--- src/rtl/mmio_pkg.sv ---
// mmio_pkg
// Shared definitions for the memory-mapped I/O responder: register offsets
// inside the I/O window, STATUS bit positions and a helper that assembles
// the STATUS word from its individual flags.
package mmio_pkg;

  // Register offsets, taken from addr[3:0]
  localparam logic [3:0] OFF_LED    = 4'd0;
  localparam logic [3:0] OFF_SW     = 4'd1;
  localparam logic [3:0] OFF_TIMER  = 4'd2;
  localparam logic [3:0] OFF_STATUS = 4'd3;
  localparam logic [3:0] OFF_TXDATA = 4'd4;

  // STATUS bit positions
  localparam int ST_WRAP  = 0;
  localparam int ST_FULL  = 1;
  localparam int ST_EMPTY = 2;
  localparam int ST_OVF   = 3;

  // Build the STATUS word; every bit not named here reads as 0
  function automatic logic [15:0] pack_status(input logic wrap,
                                              input logic full,
                                              input logic empty,
                                              input logic ovf);
    logic [15:0] status;
    status           = '0;
    status[ST_WRAP]  = wrap;
    status[ST_FULL]  = full;
    status[ST_EMPTY] = empty;
    status[ST_OVF]   = ovf;
    return status;
  endfunction

endpackage

--- src/rtl/io_fifo.sv ---
// io_fifo
// Small synchronous word FIFO used as the TX queue of the I/O responder.
// A push while full is accepted only when a pop happens in the same cycle,
// so the occupancy never exceeds DEPTH. The head word reads as 0 while the
// FIFO is empty so the consumer never sees stale data.
//
// Ports:
//   clk      in  1      clock
//   reset    in  1      synchronous, active-low
//   i_push   in  1      write i_din at the tail
//   i_din    in  WIDTH  data to push
//   i_pop    in  1      remove the head word
//   o_dout   out WIDTH  head word (0 when empty)
//   o_full   out 1      DEPTH words stored
//   o_empty  out 1      no words stored
module io_fifo #(
  parameter int WIDTH = 16,
  parameter int DEPTH = 4
) (
  input  logic             clk,
  input  logic             reset,
  input  logic             i_push,
  input  logic [WIDTH-1:0] i_din,
  input  logic             i_pop,
  output logic [WIDTH-1:0] o_dout,
  output logic             o_full,
  output logic             o_empty
);

  // DEPTH is a power of two, so pointer overflow gives the mod-DEPTH wrap
  localparam int AW = (DEPTH > 1) ? $clog2(DEPTH) : 1;
  localparam int CW = AW + 1;

  logic [WIDTH-1:0] r_mem [DEPTH];
  logic [AW-1:0]    r_wr_ptr;
  logic [AW-1:0]    r_rd_ptr;
  logic [CW-1:0]    r_count;

  logic w_do_pop;
  logic w_do_push;

  assign o_full    = (r_count == CW'(DEPTH));
  assign o_empty   = (r_count == '0);
  assign w_do_pop  = i_pop & ~o_empty;
  // A pop in the same cycle frees the slot a push into a full FIFO needs
  assign w_do_push = i_push & (~o_full | w_do_pop);
  assign o_dout    = o_empty ? '0 : r_mem[r_rd_ptr];

  // Storage array; contents need no reset because the pointers define validity
  always_ff @(posedge clk) begin
    if (w_do_push) begin
      r_mem[r_wr_ptr] <= i_din;
    end
  end

  // Pointers and occupancy count
  always_ff @(posedge clk) begin
    if (!reset) begin
      r_wr_ptr <= '0;
      r_rd_ptr <= '0;
      r_count  <= '0;
    end else begin
      if (w_do_push) begin
        r_wr_ptr <= r_wr_ptr + AW'(1);
      end
      if (w_do_pop) begin
        r_rd_ptr <= r_rd_ptr + AW'(1);
      end
      case ({w_do_push, w_do_pop})
        2'b10:   r_count <= r_count + CW'(1);
        2'b01:   r_count <= r_count - CW'(1);
        default: r_count <= r_count;
      endcase
    end
  end

endmodule

--- src/rtl/mmio_responder.sv ---
// mmio_responder
// Memory-mapped I/O responder sitting beside the BRAM on the CPU load/store
// port. Accesses whose address falls in the 16-word window at IO_BASE are
// served from local registers (LED, synchronized switches, free-running
// timer, STATUS, TX FIFO) and are kept away from the BRAM write enable.
// Load data is registered so it arrives with the same one-cycle latency as
// a BRAM read; o_rd_sel tells the datapath to take o_rdata for that load.
//
// Ports:
//   clk         in  1   clock
//   reset       in  1   synchronous, active-low
//   i_mem_en    in  1   CPU memory access strobe
//   i_mem_we    in  1   CPU store request
//   i_addr      in  16  access address
//   i_wdata     in  16  store data
//   o_ram_we    out 1   BRAM write enable, I/O stores removed (combinational)
//   o_rdata     out 16  registered I/O read data
//   o_rd_sel    out 1   registered: current load is served from o_rdata
//   o_led       out 16  LED register
//   i_sw_in     in  16  asynchronous switch inputs
//   o_tx_data   out 16  TX FIFO head word
//   o_tx_valid  out 1   TX FIFO non-empty
//   i_tx_ready  in  1   consumer accepts the head word
module mmio_responder
  import mmio_pkg::*;
#(
  parameter logic [15:0] IO_BASE    = 16'hF000,
  parameter int          PRESCALE   = 50000,
  parameter int          FIFO_DEPTH = 4
) (
  input  logic        clk,
  input  logic        reset,
  input  logic        i_mem_en,
  input  logic        i_mem_we,
  input  logic [15:0] i_addr,
  input  logic [15:0] i_wdata,
  output logic        o_ram_we,
  output logic [15:0] o_rdata,
  output logic        o_rd_sel,
  output logic [15:0] o_led,
  input  logic [15:0] i_sw_in,
  output logic [15:0] o_tx_data,
  output logic        o_tx_valid,
  input  logic        i_tx_ready
);

  localparam int PW = (PRESCALE > 1) ? $clog2(PRESCALE) : 1;

  logic [15:0]   r_led;
  logic [15:0]   r_timer;
  logic [PW-1:0] r_prescale;
  logic          r_wrap;
  logic          r_ovf;
  logic [15:0]   r_sw_meta;
  logic [15:0]   r_sw_sync;
  logic [15:0]   r_rdata;
  logic          r_rd_sel;

  logic          w_hit;
  logic [3:0]    w_off;
  logic          w_store;
  logic          w_load;
  logic          w_led_wr;
  logic          w_timer_wr;
  logic          w_tx_wr;
  logic          w_status_rd;
  logic          w_tick;
  logic          w_wrap_set;
  logic          w_full;
  logic          w_empty;
  logic          w_pop;
  logic          w_push;
  logic          w_ovf_set;
  logic [15:0]   w_rd_val;

  // Address decode: only the upper 12 bits select the window
  assign w_hit       = (i_addr[15:4] == IO_BASE[15:4]);
  assign w_off       = i_addr[3:0];
  assign w_store     = i_mem_en & i_mem_we & w_hit;
  assign w_load      = i_mem_en & ~i_mem_we & w_hit;
  assign w_led_wr    = w_store & (w_off == OFF_LED);
  assign w_timer_wr  = w_store & (w_off == OFF_TIMER);
  assign w_tx_wr     = w_store & (w_off == OFF_TXDATA);
  assign w_status_rd = w_load & (w_off == OFF_STATUS);

  // I/O stores must never reach the BRAM
  assign o_ram_we = i_mem_we & ~w_hit;

  // Timer tick and wrap detection; a TIMER store suppresses both
  assign w_tick     = (r_prescale == PW'(PRESCALE - 1));
  assign w_wrap_set = w_tick & ~w_timer_wr & (r_timer == 16'hFFFF);

  // TX queue handshake; a push into a full queue is only lost if nothing pops
  assign w_pop     = o_tx_valid & i_tx_ready;
  assign w_push    = w_tx_wr & (~w_full | w_pop);
  assign w_ovf_set = w_tx_wr & w_full & ~w_pop;

  io_fifo #(
    .WIDTH (16),
    .DEPTH (FIFO_DEPTH)
  ) u_tx_fifo (
    .clk     (clk),
    .reset   (reset),
    .i_push  (w_push),
    .i_din   (i_wdata),
    .i_pop   (w_pop),
    .o_dout  (o_tx_data),
    .o_full  (w_full),
    .o_empty (w_empty)
  );

  assign o_tx_valid = ~w_empty;

  // Read mux over the current register values; WO and unmapped offsets read 0
  always_comb begin
    w_rd_val = '0;
    case (w_off)
      OFF_LED:    w_rd_val = r_led;
      OFF_SW:     w_rd_val = r_sw_sync;
      OFF_TIMER:  w_rd_val = r_timer;
      OFF_STATUS: w_rd_val = pack_status(r_wrap, w_full, w_empty, r_ovf);
      default:    w_rd_val = '0;
    endcase
  end

  // Two-flop synchronizer for the switch inputs
  always_ff @(posedge clk) begin
    if (!reset) begin
      r_sw_meta <= '0;
      r_sw_sync <= '0;
    end else begin
      r_sw_meta <= i_sw_in;
      r_sw_sync <= r_sw_meta;
    end
  end

  // LED register
  always_ff @(posedge clk) begin
    if (!reset) begin
      r_led <= '0;
    end else if (w_led_wr) begin
      r_led <= i_wdata;
    end
  end

  // Prescaler and timer; a store reloads the timer and restarts the prescaler
  always_ff @(posedge clk) begin
    if (!reset) begin
      r_timer    <= '0;
      r_prescale <= '0;
    end else if (w_timer_wr) begin
      r_timer    <= i_wdata;
      r_prescale <= '0;
    end else if (w_tick) begin
      r_timer    <= r_timer + 16'd1;
      r_prescale <= '0;
    end else begin
      r_prescale <= r_prescale + PW'(1);
    end
  end

  // Sticky flags: a STATUS read clears them, but a set in the same cycle wins
  always_ff @(posedge clk) begin
    if (!reset) begin
      r_wrap <= 1'b0;
      r_ovf  <= 1'b0;
    end else begin
      r_wrap <= w_wrap_set | (r_wrap & ~w_status_rd);
      r_ovf  <= w_ovf_set | (r_ovf & ~w_status_rd);
    end
  end

  // Registered load response; rdata holds across misses and idle cycles
  always_ff @(posedge clk) begin
    if (!reset) begin
      r_rdata  <= '0;
      r_rd_sel <= 1'b0;
    end else begin
      r_rd_sel <= w_load;
      if (w_load) begin
        r_rdata <= w_rd_val;
      end
    end
  end

  assign o_rdata  = r_rdata;
  assign o_rd_sel = r_rd_sel;
  assign o_led    = r_led;

endmodule

--- config.mk ---
export PLATFORM = sky130hd
export DESIGN_NAME = mmio_responder
export DESIGN_NICKNAME = d
export VERILOG_FILES = /design/src/rtl/mmio_pkg.sv /design/src/rtl/io_fifo.sv /design/src/rtl/mmio_responder.sv
export SDC_FILE = /design/constraint.sdc
export NUM_CORES = 1
export LEC_CHECK = 0
export ABC_AREA = 1
export BUFFER_PORTS_ARGS = -buffer_cell sky130_fd_sc_hd__buf_4
export CORE_MARGIN = 4
export CORE_UTILIZATION = 25
export CTS_BUF_LIST = sky130_fd_sc_hd__clkbuf_2 sky130_fd_sc_hd__clkbuf_4 sky130_fd_sc_hd__clkbuf_8
export CTS_CLUSTER_DIAMETER = 30
export DETAILED_ROUTE_END_ITERATION = 10
export PLACE_DENSITY_LB_ADDON = 0.1
export REMOVE_ABC_BUFFERS = 1
export SETUP_SLACK_MARGIN = 0.02
export SYNTH_ARGS = -nofsm -noshare
export SYNTH_HDL_FRONTEND = slang
export SYNTH_SLANG_ARGS = --single-unit
--- constraint.sdc ---
create_clock -name clk -period 2.8 [get_ports clk]
set_clock_uncertainty 0.2 [all_clocks]
set_input_delay 0.28 -clock clk [delete_from_list [all_inputs] [get_ports clk]]
set_output_delay 0.28 -clock clk [all_outputs]
set_load 0.01 [all_outputs]
==> impl_metrics.env, run 1 <==
export IMPL_outcome="finished clean"
export IMPL_p_leak_nw=3.93
export IMPL_worstReg2RegEnd="u_tx_fifo.r_count[2]$_SDFFE_PN0P_"
export IMPL_power_mw=4.80
export IMPL_grt_first_pass_wirelength_mm=34.8
export IMPL_synth_cells=935
export IMPL_drive_gt1_share_pct=16.3
export IMPL_async_flop_share_pct=0
export IMPL_dr_pass1_iters=4
export IMPL_fin_crit_sh_pct=90.2
export IMPL_powerDensity_mw_per_mm2=506
export IMPL_cp_max_fo=32
export IMPL_slew_violations=0
export IMPL_io_buffer_count=103
export IMPL_postCtsSetupBuffers=0
export IMPL_via_count=6353
export IMPL_ys_seq_area_share_pct=53.8
export IMPL_holdPathEnd="r_ovf$_SDFF_PN0_"
export IMPL_avgViaCountPerCell=4.30
export IMPL_drc_errors=0
export IMPL_area_growth_syn_to_layout_pct=25.1
export IMPL_n_antenna_cell=0
export IMPL_drv_cap=0
export IMPL_die_h_um=182
export IMPL_wirelength_mm=22.4
export IMPL_initial_utilization_pct=25.5
export IMPL_rows=63
export IMPL_die_w_um=182
export IMPL_ys_warn_count=0
export IMPL_overflow=0
export IMPL_synth_cell_type_count=34
export IMPL_crit_path_start_kind="flop"
export IMPL_synth_edf_count=64
export IMPL_arrival_ps=2050
export IMPL_grt_max_degree=49
export IMPL_cts_sinks=172
export IMPL_clockRootBuffer="clkbuf_8"
export IMPL_dp_hpwl_mm=15.4
export IMPL_synth_seq_cells=172
export IMPL_hold_ws_ps=64.4
export IMPL_min_period_ps=2530
export IMPL_place_congestion=0.788
export IMPL_worst_ep_required_time_ps=2320
export IMPL_setup_viol=0
export IMPL_ys_flop_type="dfxtp_1"
export IMPL_min_delay_path_class="input pin to flop"
export IMPL_ant_nets=0
export IMPL_cts_buffers=17
export IMPL_vdd_drop_max_mv=0.289
export IMPL_grt_pass1_vias=6046
export IMPL_ios=104
export IMPL_worstHoldStart="i_tx_ready"
export IMPL_core_area_mm2=0.0298
export IMPL_fill_cells=3232
export IMPL_path_class="flop to output port"
export IMPL_clk_pin_slew_worst_paths_ps=110
export IMPL_final_net_count=1137
export IMPL_cts_tree="built"
export IMPL_end_kind="output port"
export IMPL_netlist_area_mm2=0.00759
export IMPL_r2r_cells=10
export IMPL_dieArea_mm2=0.0332
export IMPL_htree_levels=4
export IMPL_reg2reg_from="u_tx_fifo.r_count[0]$_SDFFE_PN0P_"
export IMPL_tns_ps=0
export IMPL_reg2reg_setup_slack_ps=440
export IMPL_slew_headroom_pct=63.1
export IMPL_synth_area_per_cell_um2=8.11
export IMPL_grt_setup_unrepaired="false"
export IMPL_drtIter0Drc=349
export IMPL_min_path_cells=6
export IMPL_fmax_mhz=396
export IMPL_wl_per_cell_um=15.2
export IMPL_antenna_found_initial=0
export IMPL_clock_latency_ps=460
export IMPL_hold_viol=0
export IMPL_cts_max_path_buffers=2
export IMPL_worstMarginPinSlew_ps=552
export IMPL_grt_usage_pct=13.4
## synth_stat cells (2+ instances only)
cell      number  area share, %
nor2_4         4           0.59
inv_1        102            5.0
nor3_1        22            1.5
ha_1           7            1.2
nand4_1       17            1.4
nand3b_1       3           0.30
buf_6          6           0.89
buf_4          4           0.40
nand3_4        2           0.46
nand3_1       61            4.0
nand2_1      217             11
a21oi_1       51            3.4
dfxtp_1      108             28
o21ai_0       57            3.8
inv_2          3           0.15
xor2_1         8           0.92
o21ai_1        3           0.20
edfxtp_1      64             25
clkbuf_1      20           0.99
o211ai_1       7           0.69
nor2_1       146            7.2
nor3_2         3           0.40
nand2_2        3           0.25
xnor2_1        2           0.23
buf_2          5           0.33
nor2_2         2           0.16
## state kept, by name, summed over array words and instances, names as in the netlist, named ones only
signal and flops:
o_rdata 16, r_timer 16, r_sw_meta 16, u_tx_fifo.r_count 3
o_rd_sel 1, u_tx_fifo.r_wr_ptr 2, r_sw_sync 16, r_ovf 1
r_prescale 16, o_led 16, u_tx_fifo.r_mem 64, r_wrap 1
u_tx_fifo.r_rd_ptr 2
## metrics by stage
| step | setup slack [ps] | utilization [%] | std cells | instance area, um2 |
|---|---|---|---|---|
| floorplan | 386 | - | 900 | 7390 |
| global placement | 392 | 29.5 | 1413 | 8800 |
| detailed placement | 367 | 29.5 | 1413 | 8800 |
| CTS | 40.2 | 31.8 | 1479 | 9490 |
| global route | 66.0 | 31.9 | 1479 | 9490 |
| finish | 275 | 31.9 | 1479 | 9490 |
## area by class of cell
class                      count  area, um2  share of cell area, %
clock buffer                  20        256                   2.70
sequential                   172       4080                   43.0
inverter                     107        407                   4.28
tap                          390        488                   5.14
clock inverter                12       88.8                  0.936
timing repair buffer         157       1260                   13.3
multi-input combinational    621       2900                   30.6
## cell usage in the layout, fill, tap and decap left out, types with 4 or more instances in the layout
cell,n
nor2_4,4
edfxtp_1,64
o211ai_1,7
buf_4,123
xor2_1,8
nor2_1,146
clkinvlp_4,5
nand4_1,17
dfxtp_1,108
inv_1,101
dlygate4sd3_1,34
ha_1,7
a21oi_1,51
o21ai_0,57
nand2_1,217
nor3_1,22
clkbuf_8,17
nand3_1,61
## routing by layer
layer  GRT usage [%]  share of wire (%)  up-vias
li1                -                  -     3293
met1            18.2                 47     2954
met2            22.1                 48       91
met3            2.51                3.4       15
met4            3.18                1.2        0
met5               0                  0        -
## report_power, final
part | switching [mW] | leakage [nW] | internal (mW)
Sequential | 0.0162 | 1.45 | 2.62
Clock | 0.971 | 0.172 | 0.652
Combinational | 0.323 | 2.31 | 0.219
## worst max path at each step
stage / to / start / slack, ps / cells after the start
2_1_floorplan: u_tx_fifo.r_count[2]$_SDFFE_PN0P_ / u_tx_fifo.r_count[0]$_SDFFE_PN0P_ / 390 / 11
3_3_place_gp: u_tx_fifo.r_count[2]$_SDFFE_PN0P_ / i_addr[14] / 390 / 15
3_5_place_dp: u_tx_fifo.r_count[2]$_SDFFE_PN0P_ / i_addr[14] / 370 / 15
4_1_cts: o_tx_data[12] / flop / 40 / 4
5_1_grt: o_tx_data[12] / flop / 70 / 4
6_report: o_tx_data[12] / flop / 270 / 4
## logic make-up (layout without fill, tap and decap cells)
group / after synthesis / after routing / synth area share, %
buf+inv: 142 / 296 / 7.92
flops: 172 / 172 / 53.8
compound gates: 118 / 118 / 8.01
simple gates: 485 / 485 / 27.7
xor+xnor: 10 / 10 / 1.15
fa+ha+maj: 8 / 8 / 1.42
## repair_timing
item,4_1_cts,5_1_grt
endpoints found under the setup margin,0,15
gates resized for setup,0,1
endpoints found under the hold margin,115,0
hold buffers,34,0
## worst max-delay path, stage by stage (launching register included)
cell and delay (ps):
dfxtp_1 390, clkinvlp_4 480, o21ai_0 400, a21oi_1 140, buf_4 160
(Power assumes the default switching activity.)
==> inputs of run 2 (changes only) <==
--- a/config.mk
+++ b/config.mk
@@ -5,7 +5,6 @@
 export SDC_FILE = /design/constraint.sdc
 export NUM_CORES = 1
 export LEC_CHECK = 0
-export ABC_AREA = 1
 export BUFFER_PORTS_ARGS = -buffer_cell sky130_fd_sc_hd__buf_4
 export CORE_MARGIN = 4
 export CORE_UTILIZATION = 25
==> run 2 against run 1 <==
  * Cell count is 20% lower
  * Flip-flop and latch count did not move
  * Register-to-register slack worse by 210 ps
  * Via count is 12% lower
  * Setup slack worse by 48 ps
  * Critical path type is now flop to flop
  * Highest routed layer unchanged
==> impl_metrics.env, run 2 <==
export IMPL_outcome="finished clean"
export IMPL_synth_seq_cells=172
export IMPL_arrival_ps=2750
export IMPL_fill_cells=2951
export IMPL_reg2reg_setup_slack_ps=230
export IMPL_clock_latency_ps=440
export IMPL_dr_pass1_iters=4
export IMPL_grt_usage_pct=13.6
export IMPL_cp_max_fo=5
export IMPL_synth_area_leader_cell="dfxtp_1"
export IMPL_io_buffer_count=103
export IMPL_cts_max_path_buffers=2
export IMPL_grt_setup_unrepaired="false"
export IMPL_stdcell_area_mm2=0.00939
export IMPL_pre_cts_slack_ps=16.9
export IMPL_die_w_um=179
export IMPL_clockRootBuffer="clkbuf_8"
export IMPL_area_growth_syn_to_layout_pct=28.9
export IMPL_die_h_um=179
export IMPL_ys_flop_type="dfxtp_1"
export IMPL_placed_area_mm2=0.00864
export IMPL_layout_common_cells="buf_4 (127), dfxtp_1 (108), edfxtp_1 (64)"
export IMPL_netlist_area_mm2=0.00728
export IMPL_end_kind="flop"
export IMPL_synthTopCellsByArea="dfxtp_1 (30%), edfxtp_1 (26%), mux4_2 (6.2%)"
export IMPL_via_count=5566
export IMPL_cts_buffers=17
export IMPL_cts_sinks=172
export IMPL_hold_viol=0
export IMPL_ios=104
export IMPL_ys_seq_area_share_pct=56.1
export IMPL_worst_ep_required_time_ps=2980
export IMPL_synth_common_cells="dfxtp_1 (108), edfxtp_1 (64), and2_1 (55)"
export IMPL_core_area_mm2=0.0287
export IMPL_grt_first_pass_wirelength_mm=33.3
export IMPL_setup_viol=0
export IMPL_wirelength_mm=21.3
export IMPL_powerDensity_mw_per_mm2=496
export IMPL_place_inst=1118
export IMPL_ant_nets=0
export IMPL_overflow=0
export IMPL_drtIter0Drc=417
export IMPL_p_leak_nw=3.26
export IMPL_rows=62
export IMPL_antenna_found_initial=0
export IMPL_drv_cap=0
export IMPL_synth_cells=648
export IMPL_dieArea_mm2=0.0319
export IMPL_min_period_ps=2570
export IMPL_worstMarginPinSlew_ps=676
export IMPL_initial_utilization_pct=25.4
export IMPL_async_flop_share_pct=0
export IMPL_wl_per_cell_um=18.0
export IMPL_fin_crit_sh_pct=91.9
export IMPL_cts_tree="built"
export IMPL_grt_max_degree=50
export IMPL_largest_register_ff_count=64
export IMPL_crit_path_start_kind="flop"
export IMPL_n_antenna_cell=0
export IMPL_dp_hpwl_mm=14.9
export IMPL_slew_headroom_pct=54.6
export IMPL_drive_gt1_share_pct=23.9
export IMPL_drc_errors=0
export IMPL_clk_pin_slew_worst_paths_ps=100
export IMPL_slew_violations=0
export IMPL_yosysMostFrequentCell="dfxtp_1"
export IMPL_place_congestion=0.748
export IMPL_fin_cells=1184
export IMPL_fmax_mhz=389
export IMPL_synth_edf_count=64
export IMPL_synth_area_per_cell_um2=11.2
export IMPL_path_class="flop to flop"
export IMPL_ys_warn_count=0
export IMPL_vdd_drop_max_mv=0.263
export IMPL_avgViaCountPerCell=4.70
export IMPL_regMostFlops="u_tx_fifo.r_mem"
export IMPL_grt_pass1_vias=5618
export IMPL_synth_cell_type_count=51
export IMPL_yosysTopAreaCellShare_pct=29.7
export IMPL_power_mw=4.66
export IMPL_htree_levels=4
export IMPL_final_net_count=848
export IMPL_final_common_cell="buf_4"
export IMPL_finalWorstSetupSlack_ps=227
export IMPL_min_delay_path_class="input pin to flop"
## run 2: changes by cell type after synthesis, moves of 8 or more
cell       before  now
o2bb2ai_1       0   12
or3_1           0    9
nor2_1        146   23
nor3_1         22   11
o21ai_0        57   31
mux2i_1         0   13
nand3_1        61   50
and2_1          0   55
o31ai_1         0   18
clkbuf_1       20   36
inv_1         102    9
a32oi_1         0    8
nand2_1       217   26
mux4_2          0   20
## run 2: stage by stage
step / utilization [%] / hold slack (ps) / TNS [ps]
after global routing: 32.7 / 39.8 / 0
after global placement: 30.1 / 219 / 0
after floorplan: - / 179 / -302
after CTS: 32.7 / 0.844 / 0
after detailed placement: 30.1 / 218 / 0
final: 32.7 / 48.9 / 0
## run 2: worst paths after layout
| path | from | end | depth (start not counted) |
|---|---|---|---|
| worst max-delay path | u_tx_fifo.r_count[0]$_SDFFE_PN0P_ | u_tx_fifo.r_count[2]$_SDFFE_PN0P_ | 11 |
| worst min-delay path | i_tx_ready | u_tx_fifo.r_rd_ptr[1]$_SDFFE_PN0N_ | 4 |
| worst max register to register | u_tx_fifo.r_count[0]$_SDFFE_PN0P_ | u_tx_fifo.r_count[2]$_SDFFE_PN0P_ | 11 |
| worst min register to register | r_sw_meta[4]$_SDFF_PN0_ | r_sw_sync[4]$_SDFF_PN0_ | 1 |
## run 2: metal layers
layer	track usage (%)	up-vias	share of wire (%)
met5	0	-	0
met3	3.40	7	5.3
met4	2.94	0	0.53
li1	-	2688	-
met1	19.1	2762	48
met2	21.3	109	46
## run 2: cells by family (layout without fill, tap and decap cells)
family,after synthesis,count (layout),share of synthesized area (%)
xor gates and xnor gates,15,15,1.80
and+or+nand+nor,228,228,18.0
buffers and inverters,57,209,3.06
muxes,33,33,7.97
DFF,172,172,56.1
AOI/OAI and AO/OA,135,135,11.6
adders and majority gates,8,8,1.48
## run 2: area by class of cell
cell class	count	area (um2)	area share [%]
clock inverter	12	139	1.48
clock buffer	20	263	2.80
timing repair buffer	166	1390	14.8
tap	384	480	5.12
sequential	172	4080	43.5
inverter	11	41.3	0.440
multi-input combinational	419	2990	31.8
## run 2: what timing repair did
action,4_1_cts,5_1_grt
setup buffers,0,0
hold buffers,34,0
hold endpoints to repair,109,0
setup endpoints to repair,0,1
gates resized for setup,0,1
## run 2: critical path, cell delays in order (launching register included)
cell	delay, ps
dfxtp_1	370
nor4b_2	310
buf_4	160
nand3b_1	150
nor2_1	60
inv_1	50
ha_1	170
inv_1	60
fa_1	370
xor2_1	150
or3_1	300
a21oi_1	150
## run 2: power by group
part           leakage, nW  internal [mW]  switching, mW  total [mW]
Sequential            1.45           2.61        0.00751        2.62
Clock                0.199          0.850          0.946        1.80
Combinational         1.61          0.121          0.121       0.242
